**config.mk**
```make
export PLATFORM = sky130hd
export DESIGN_NAME = next_pc_unit
export DESIGN_NICKNAME = d
export VERILOG_FILES = /design/src/rtl/next_pc_unit.sv
export SDC_FILE = /design/constraint.sdc
export NUM_CORES = 1
export LEC_CHECK = 0
export ABC_AREA = 1
export ABC_CLOCK_PERIOD_IN_PS = 4200
export CORE_MARGIN = 5
export CORE_UTILIZATION = 52
export DETAILED_ROUTE_END_ITERATION = 10
export DONT_BUFFER_PORTS = 1
export GPL_ROUTABILITY_DRIVEN = 1
export PLACE_DENSITY = 0.67
export SLEW_MARGIN = 25
export SYNTH_ARGS = -nofsm -noshare
export SYNTH_HDL_FRONTEND = slang
export SYNTH_SLANG_ARGS = --single-unit
```
**constraint.sdc**
```tcl
create_clock -name clk -period 4.2 [get_ports clk]
set_clock_uncertainty 0.15 [all_clocks]
set_input_delay 0.42 -clock clk [delete_from_list [all_inputs] [get_ports clk]]
set_output_delay 0.42 -clock clk [all_outputs]
set_load 0.005 [all_outputs]
```
**src/rtl/next_pc_unit.sv**
```systemverilog
// rtl/next_pc_unit.sv - fetch PC unit: sequential fetch, branch/JAL/JALR redirect, flush and misalignment trap
module next_pc_unit #(
  parameter logic [31:0] RESET_PC = 32'h0000_0000
) (
  input  logic        clk,
  input  logic        rst_n,
  input  logic        stall,
  input  logic        imem_ready,
  input  logic        ex_valid,
  input  logic [31:0] ex_instruction,
  input  logic [31:0] ex_pc,
  input  logic [31:0] ex_rs1,
  input  logic        branch,
  output logic [31:0] pc,
  output logic        imem_req,
  output logic        flush,
  output logic        trap,
  output logic [15:0] taken_count
);

  localparam logic [1:0] ST_BOOT  = 2'd0;
  localparam logic [1:0] ST_FETCH = 2'd1;
  localparam logic [1:0] ST_FLUSH = 2'd2;
  localparam logic [1:0] ST_TRAP  = 2'd3;

  localparam logic [6:0] OP_SB   = 7'b1100011;
  localparam logic [6:0] OP_JAL  = 7'b1101111;
  localparam logic [6:0] OP_JALR = 7'b1100111;

  logic [1:0]  state_q;
  logic [31:0] pc_q;
  logic        trap_q;
  logic [15:0] taken_count_q;

  logic [6:0]  opcode;
  logic        is_sb, is_jal, is_jalr;
  logic [31:0] imm_b, imm_j, imm_i;
  logic [31:0] target;
  logic        redirect_req;
  logic        misaligned;

  assign opcode  = ex_instruction[6:0];
  assign is_sb   = (opcode == OP_SB);
  assign is_jal  = (opcode == OP_JAL);
  assign is_jalr = (opcode == OP_JALR);

  assign imm_b = {{20{ex_instruction[31]}}, ex_instruction[7], ex_instruction[30:25],
                  ex_instruction[11:8], 1'b0};
  assign imm_j = {{12{ex_instruction[31]}}, ex_instruction[19:12], ex_instruction[20],
                  ex_instruction[30:21], 1'b0};
  assign imm_i = {{20{ex_instruction[31]}}, ex_instruction[31:20]};

  always_comb begin
    target = ex_pc + imm_b;
    if (is_jal) begin
      target = ex_pc + imm_j;
    end else if (is_jalr) begin
      target = (ex_rs1 + imm_i) & ~32'h1;
    end
  end

  assign redirect_req = ex_valid & ((is_sb & branch) | is_jal | is_jalr);
  assign misaligned   = target[1];

  always_ff @(posedge clk or negedge rst_n) begin
    if (!rst_n) begin
      state_q       <= ST_BOOT;
      pc_q          <= RESET_PC;
      trap_q        <= 1'b0;
      taken_count_q <= 16'h0000;
    end else begin
      case (state_q)
        ST_BOOT: state_q <= ST_FETCH;
        ST_FETCH: begin
          if (redirect_req && misaligned) begin
            trap_q  <= 1'b1;
            state_q <= ST_TRAP;
          end else if (redirect_req) begin
            // Redirect wins over stall/imem_ready: the fetched wrong-path word is dropped anyway.
            pc_q    <= target;
            state_q <= ST_FLUSH;
            if (taken_count_q != 16'hFFFF) begin
              taken_count_q <= taken_count_q + 16'd1;
            end
          end else if (imem_ready && !stall) begin
            pc_q <= pc_q + 32'd4;
          end
        end
        ST_FLUSH: state_q <= ST_FETCH;
        ST_TRAP:  state_q <= ST_TRAP;
        default:  state_q <= ST_BOOT;
      endcase
    end
  end

  // Request and flush decode from the registered state only, so EX inputs never reach outputs.
  assign pc          = pc_q;
  assign imem_req    = (state_q == ST_FETCH);
  assign flush       = (state_q == ST_FLUSH);
  assign trap        = trap_q;
  assign taken_count = taken_count_q;

endmodule

```
[Word level (Yosys, flattened, before mapping)]
Cells that the tools add are included.
Cells by class
  $add $sub $neg: 5
  eq/ne operators: 8
  multiplexer cells: 7
  bitwise logic cells: 5
  reduce and logical (&&, ||, !) cells: 9
Operator list (count)
  $mux W32: 4
  $add A32 B32 Y32: 3
  $add A32 B3 Y32 const B: 1
  $eq A7 B7 Y1 const B: 3
  $add A16 B1 Y16 const B: 1
  $ne A16 B16 Y1 const B: 1
  $pmux W2 S3: 1
  $eq A2 B2 Y1 const B: 2
  $mux W2: 2
  $reduce_and A4 Y1: 1
  $ne A3 B1 Y1 const B: 1
  $reduce_and A3 Y1: 1
  $and A1 B1 Y1: 2
  $eq A2 B1 Y1 const B: 1
  $logic_and A1 B1 Y1: 2
  $logic_not A2 Y1: 1
  $or A1 B1 Y1: 2
  $reduce_and A2 Y1: 1
  $reduce_bool A2 Y1: 1
  $reduce_or A2 Y1: 1
  $logic_not A1 Y1: 1
  $not A1 Y1: 1
Storage, ports and cells
  flip-flop bits (word level): 51
  word-level logic and storage cells: 38

[Depth between registers and ports, before layout]
  word-level depth: 8
  gate-level depth with buffers: 19
  mapped depth without buffers: 19

[Least setup slack after synthesis]
No wires, ideal clock.
  kind: input to register
  start: input ex_instruction[21]
  end: register pc_q[23], in the netlist pc[23]
  arrival time: 2031 ps
  required time: 3977 ps
  setup slack: 1946 ps
  cell stages on the path: 17
  path buffers: 0
  cell sequence: ha_1 -> inv_1 -> fa_1 -> inv_1 -> nand3_1 -> nand2_1 -> nand2_1 -> nand2_2 -> nand3_2 -> nand2_1 -> nand2_1 -> nand2_1 -> xor2_1 -> nand2_1 -> nand2_1 -> nand2_1 -> a21oi_2
On the way
  longest elaborated chain between the ends: 6
  elaborated cells on any way between the ends: 8
RTL lines
  start: declaration: line 10  | input logic [31:0] ex_instruction,
  $add A32 B32 Y32: line 58  | target = (ex_rs1 + imm_i) & ~32'h1;
  $mux W32: line 57  | end else if (is_jalr) begin
  $mux W32 *: line 55  | if (is_jal) begin
  $logic_and A1 B1 Y1: line 75  | if (redirect_req && misaligned) begin
  $not A1 Y1 (no source line)
  $reduce_and A3 Y1 (no source line)
  end signal: assignment: line 80  | pc_q <= target;
  end signal: assignment: line 86  | pc_q <= pc_q + 32'd4;
  end: declaration: line 31  | logic [31:0] pc_q;
Mark *: on every way between the ends. The rest lies on a longest branch, timed or not.
A chain may end at the register's enable or synchronous reset.

[Worst setup path in the final report]
  start: input ex_instruction[6]
  end: register pc_q[22], in the netlist pc[22]
On the way
  longest elaborated chain between the ends: 8
  elaborated cells on any way between the ends: 14
RTL lines
  $eq A7 B7 Y1: line 43  | assign is_sb = (opcode == OP_SB);
  $and A1 B1 Y1: line 62  | assign redirect_req = ex_valid & ((is_sb & branch) | is_jal | is_jalr);
  $or A1 B1 Y1 (2 in series): line 62
  $and A1 B1 Y1: line 62
  $logic_and A1 B1 Y1: line 75
  $not A1 Y1 (no source line)
  $reduce_and A3 Y1 (no source line)
Parallel ways exist; a longest one is shown, timed or not.

==> impl_results.md <==
- Remaining DRCs: 0
- Crit end category: register
- Core area: 18,770 um2
- # setup viols final: 0
- Met2 global-route usage: 0.4667
- Dpl cells: 2,019
- Post-Synthesis Cells: 1,806
- Final hold violations: 0
- PostCTS Resize Cnt: 0
- Final HPWL DP: 28,330 um
- RD Place Congestion: 1.019
- DR WL/cell: 16.71 um
- Final TNS setup: 0 ns
- Setup crit start kind: input pin
- Reg2reg start: pc[2]
- Worst path top cell family by delay: simple AND/OR/NAND/NOR gates
- Setup CP Type: input pin to register
- Mean number of vias per cell: 5.491
- Fraction of layout cells with a size suffix above 1: 0.05128
- Worst hold start: ex_pc[0]
- Post-Syn Area per Cell: 5.517 um2
- CP peak stage delay: 0.46 ns
- CP required: 4.24 ns
- Number of nets in the layout: 1,974
- Crit path DAT: 2.67 ns
- Clock Latency Late Sink: 0.30 ns
- First-pass GRT wire length: 52,690 um
- Initial antenna violation count: 0
- CTS root buffer: clkbuf_16
- GR peak layer: met2
- CTS Buf Count: 5
- Worst slew pin tran: 0.5910 ns
- Worst Hold Class: input pin to register
- MaxCap Viol Count: 0
- Overall routing resource usage: 0.2967
- Vias in the first global route: 9,899
- Max VDD drop: 0.0001319 V
- Max-slew violation count: 0
- Pre-CTS setup slack: 1.295 ns
- Syn_nets: 1,986
- Largest net degree at the start of global routing: 52
- Antenna Nets Post-Route: 0
- Sw frac: 0.4519
- # diodes: 0
- Grt ovf: 0
- Row count: 50
- Status: finished clean
- Worst R2R Path Depth: 11
- Clock share of power: 0.221
- Final WS setup: 1.577 ns
- Total Wirelength: 33,890 um
- Switching power total: 0.0008433 W
- Num Clock Sinks: 51
- Cells along the critical path: nand2_1 -> nor2_4 -> nand3_4 -> nand3_2 -> nand2_4 -> inv_2 -> o211ai_2 -> nand3_2 -> buf_4 -> nand2_1 -> a21boi_2
- Crit path depth: 11
- Register area share after synthesis: 0.1281
- CTS tree: yes
- CTS Hold Bufs: 2
- Fraction of registers with async set/reset: 1.000
- Synth-to-layout area growth: 3.190%
- Number of fill cells in the layout: 2,034
- Post-synth top area share: 0.2513
- Max Freq: 381.2 MHz
- Iteration-0 DRC Markers: 882
- Hold Path End: pc[0]
- I/O pin count: 153
- Flop pwr share: 0.263
- CP bufs+invs: 2
- Final critical-path share of the clock period: 0.6245
- Clk slew on worst S/H paths: 0.07 ns
- DR pass1 iterations: 6
- Slew HR: 0.6035
- Combinational power share: 0.516
- Setup Buffers After CTS: 0
- Post-synth top area cell: nand2_1
- Post-synth EDFFs: 0
- PwrDens: 181.5 nW/um2
- FF-to-FF setup slack: 1.86 ns
- Critical path fanouts, max: 47
- P_int: 0.001023 W
- Synth Warn #: 0
- Post-synth top flop: dfrtp_1
- Vias: 11,135
- Worst path slowest cell: nand3_4
- Die ar.: 22,030 um2
- Hold path cells: 2
- Netlist Area Pre-Place: 9963 um2
- Tot Pwr: 0.001866 W
- Area contributors post-synth: nand2_1 25%, dfrtp_1 13%, inv_1 11%, ha_1 9.4%, nand3_1 7.1%
- Number of synthesized register bits: 51
- Non-Filler Instances: 2,028
- Port buffer count: 0
- Synth cell types: 56
- Die Y-Extent: 148.4 um
- Cell leakage power: 5.805 nW
- M3 GR Usage: 0.04966
- Initial core utilization: 0.5309
- Met1 usage: 0.4332
- Minimum clock period: 2.623 ns
- Clock Path Buffers: 2
- Critical R2R Capture: pc[24]
- Unrepaired setup endpoints after global routing: no
- Htree depth: 2
- Die Wd: 148.4 um
-- how the worst max path moves through the flow --
stage	from	endpoint	slack [ns]
floorplan	ex_instruction[21]	pc[23]	1.95
global placement	ex_instruction[6]	pc[25]	1.36
detailed placement	ex_instruction[6]	pc[20]	1.30
CTS	ex_instruction[6]	pc[28]	1.60
global route	ex_instruction[6]	pc[20]	1.41
finish	ex_instruction[6]	pc[22]	1.58
-- worst register-to-register path: stages, from the launching register on --
cell     delay, ns
dfrtp_1       0.47
ha_1          0.25
nand2_2       0.10
nor3_2        0.26
inv_1         0.09
nor2_2        0.20
nand2_2       0.13
nor2_2        0.13
inv_1         0.06
o21ai_0       0.21
a21oi_2       0.09
a21oi_2       0.14
-- cell type report --
type                       count  area [um2]  share of cell area
tap                          234       292.8             0.02848
clock inverter                 2       13.76            0.001339
multi-input combinational   1424        7350              0.7149
clock buffer                   5       125.1             0.01217
timing repair buffer           8       82.58            0.008032
inverter                     304        1141              0.1110
sequential                    51        1276              0.1241
-- metrics by stage --
stage,instance area (um2),hold slack (ns),utilization
global route,10280,0.1461,0.5478
floorplan,9963,-0.02559,-
CTS,10280,0.1305,0.5478
detailed placement,10100,-0.02460,0.5384
global placement,10100,-0.02442,0.5384
finish,10280,0.1327,0.5478
-- per-layer routing --
metal  vias up  wire (um)
li1       5685          -
met1      5015      15980
met2       411      14660
met3        24       2799
met4         0        462
met5         -          0
-- cells by family (layout without fill, tap and decap cells) --
| family | after synthesis | in the layout | share of synthesized area |
|---|---|---|---|
| AO/OA/AOI/OAI | 223 | 223 | 0.1322 |
| XOR/XNOR | 54 | 54 | 0.04747 |
| adder cells (fa/ha/maj) | 78 | 78 | 0.1002 |
| multiplexers | 1 | 1 | 0.001005 |
| AND/OR/NAND/NOR | 1068 | 1068 | 0.4567 |
| buffers and inverters | 331 | 319 | 0.1342 |
| flip-flops | 51 | 51 | 0.1281 |
-- layout by cell type (no fill, tap or decap), types with 9 or more instances in the layout --
cell      count
o211ai_1      9
dfrtp_1      51
a21oi_2      12
nor3_1       21
nand2_2      17
nand3_2      10
nand2_1     667
nand4_1      20
o21ai_1      14
nor2_1      152
xor2_1       42
a21oi_1     104
nand3_1     142
ha_1         75
xnor2_1      12
inv_1       298
o21ai_0      49
o21bai_1     11
-- cell usage after synthesis (9+ instances only) --
cell and instances:
nand4_1 20, dfrtp_1 51, nand3_1 142, nand3_2 10
o211ai_1 9, o21bai_1 11, inv_1 298, nand2_2 17
ha_1 75, nor3_1 21, nand2_1 667, nor2_1 152
o21ai_0 49, a21oi_2 12, o21ai_1 14, xnor2_1 12
a21oi_1 104, buf_2 9, xor2_1 42
-- flip-flops by register name, summed over array words and instances, names as in the netlist --
register / count
trap: 1
state_q: 2
taken_count: 16
pc: 32
-- power groups by stage --
stage	logic [W]	clock network (W)	registers, W
after global placement	0.000924	0	0.000501
after detailed placement	0.000927	0	0.000501
after CTS	0.000946	0.000419	0.000491
after global routing	0.00108	0.000447	0.000491
after floorplan	0.000697	0	0.000501
final	0.000962	0.000413	0.000491
No activity file was read; power rests on OpenSTA's default activity.
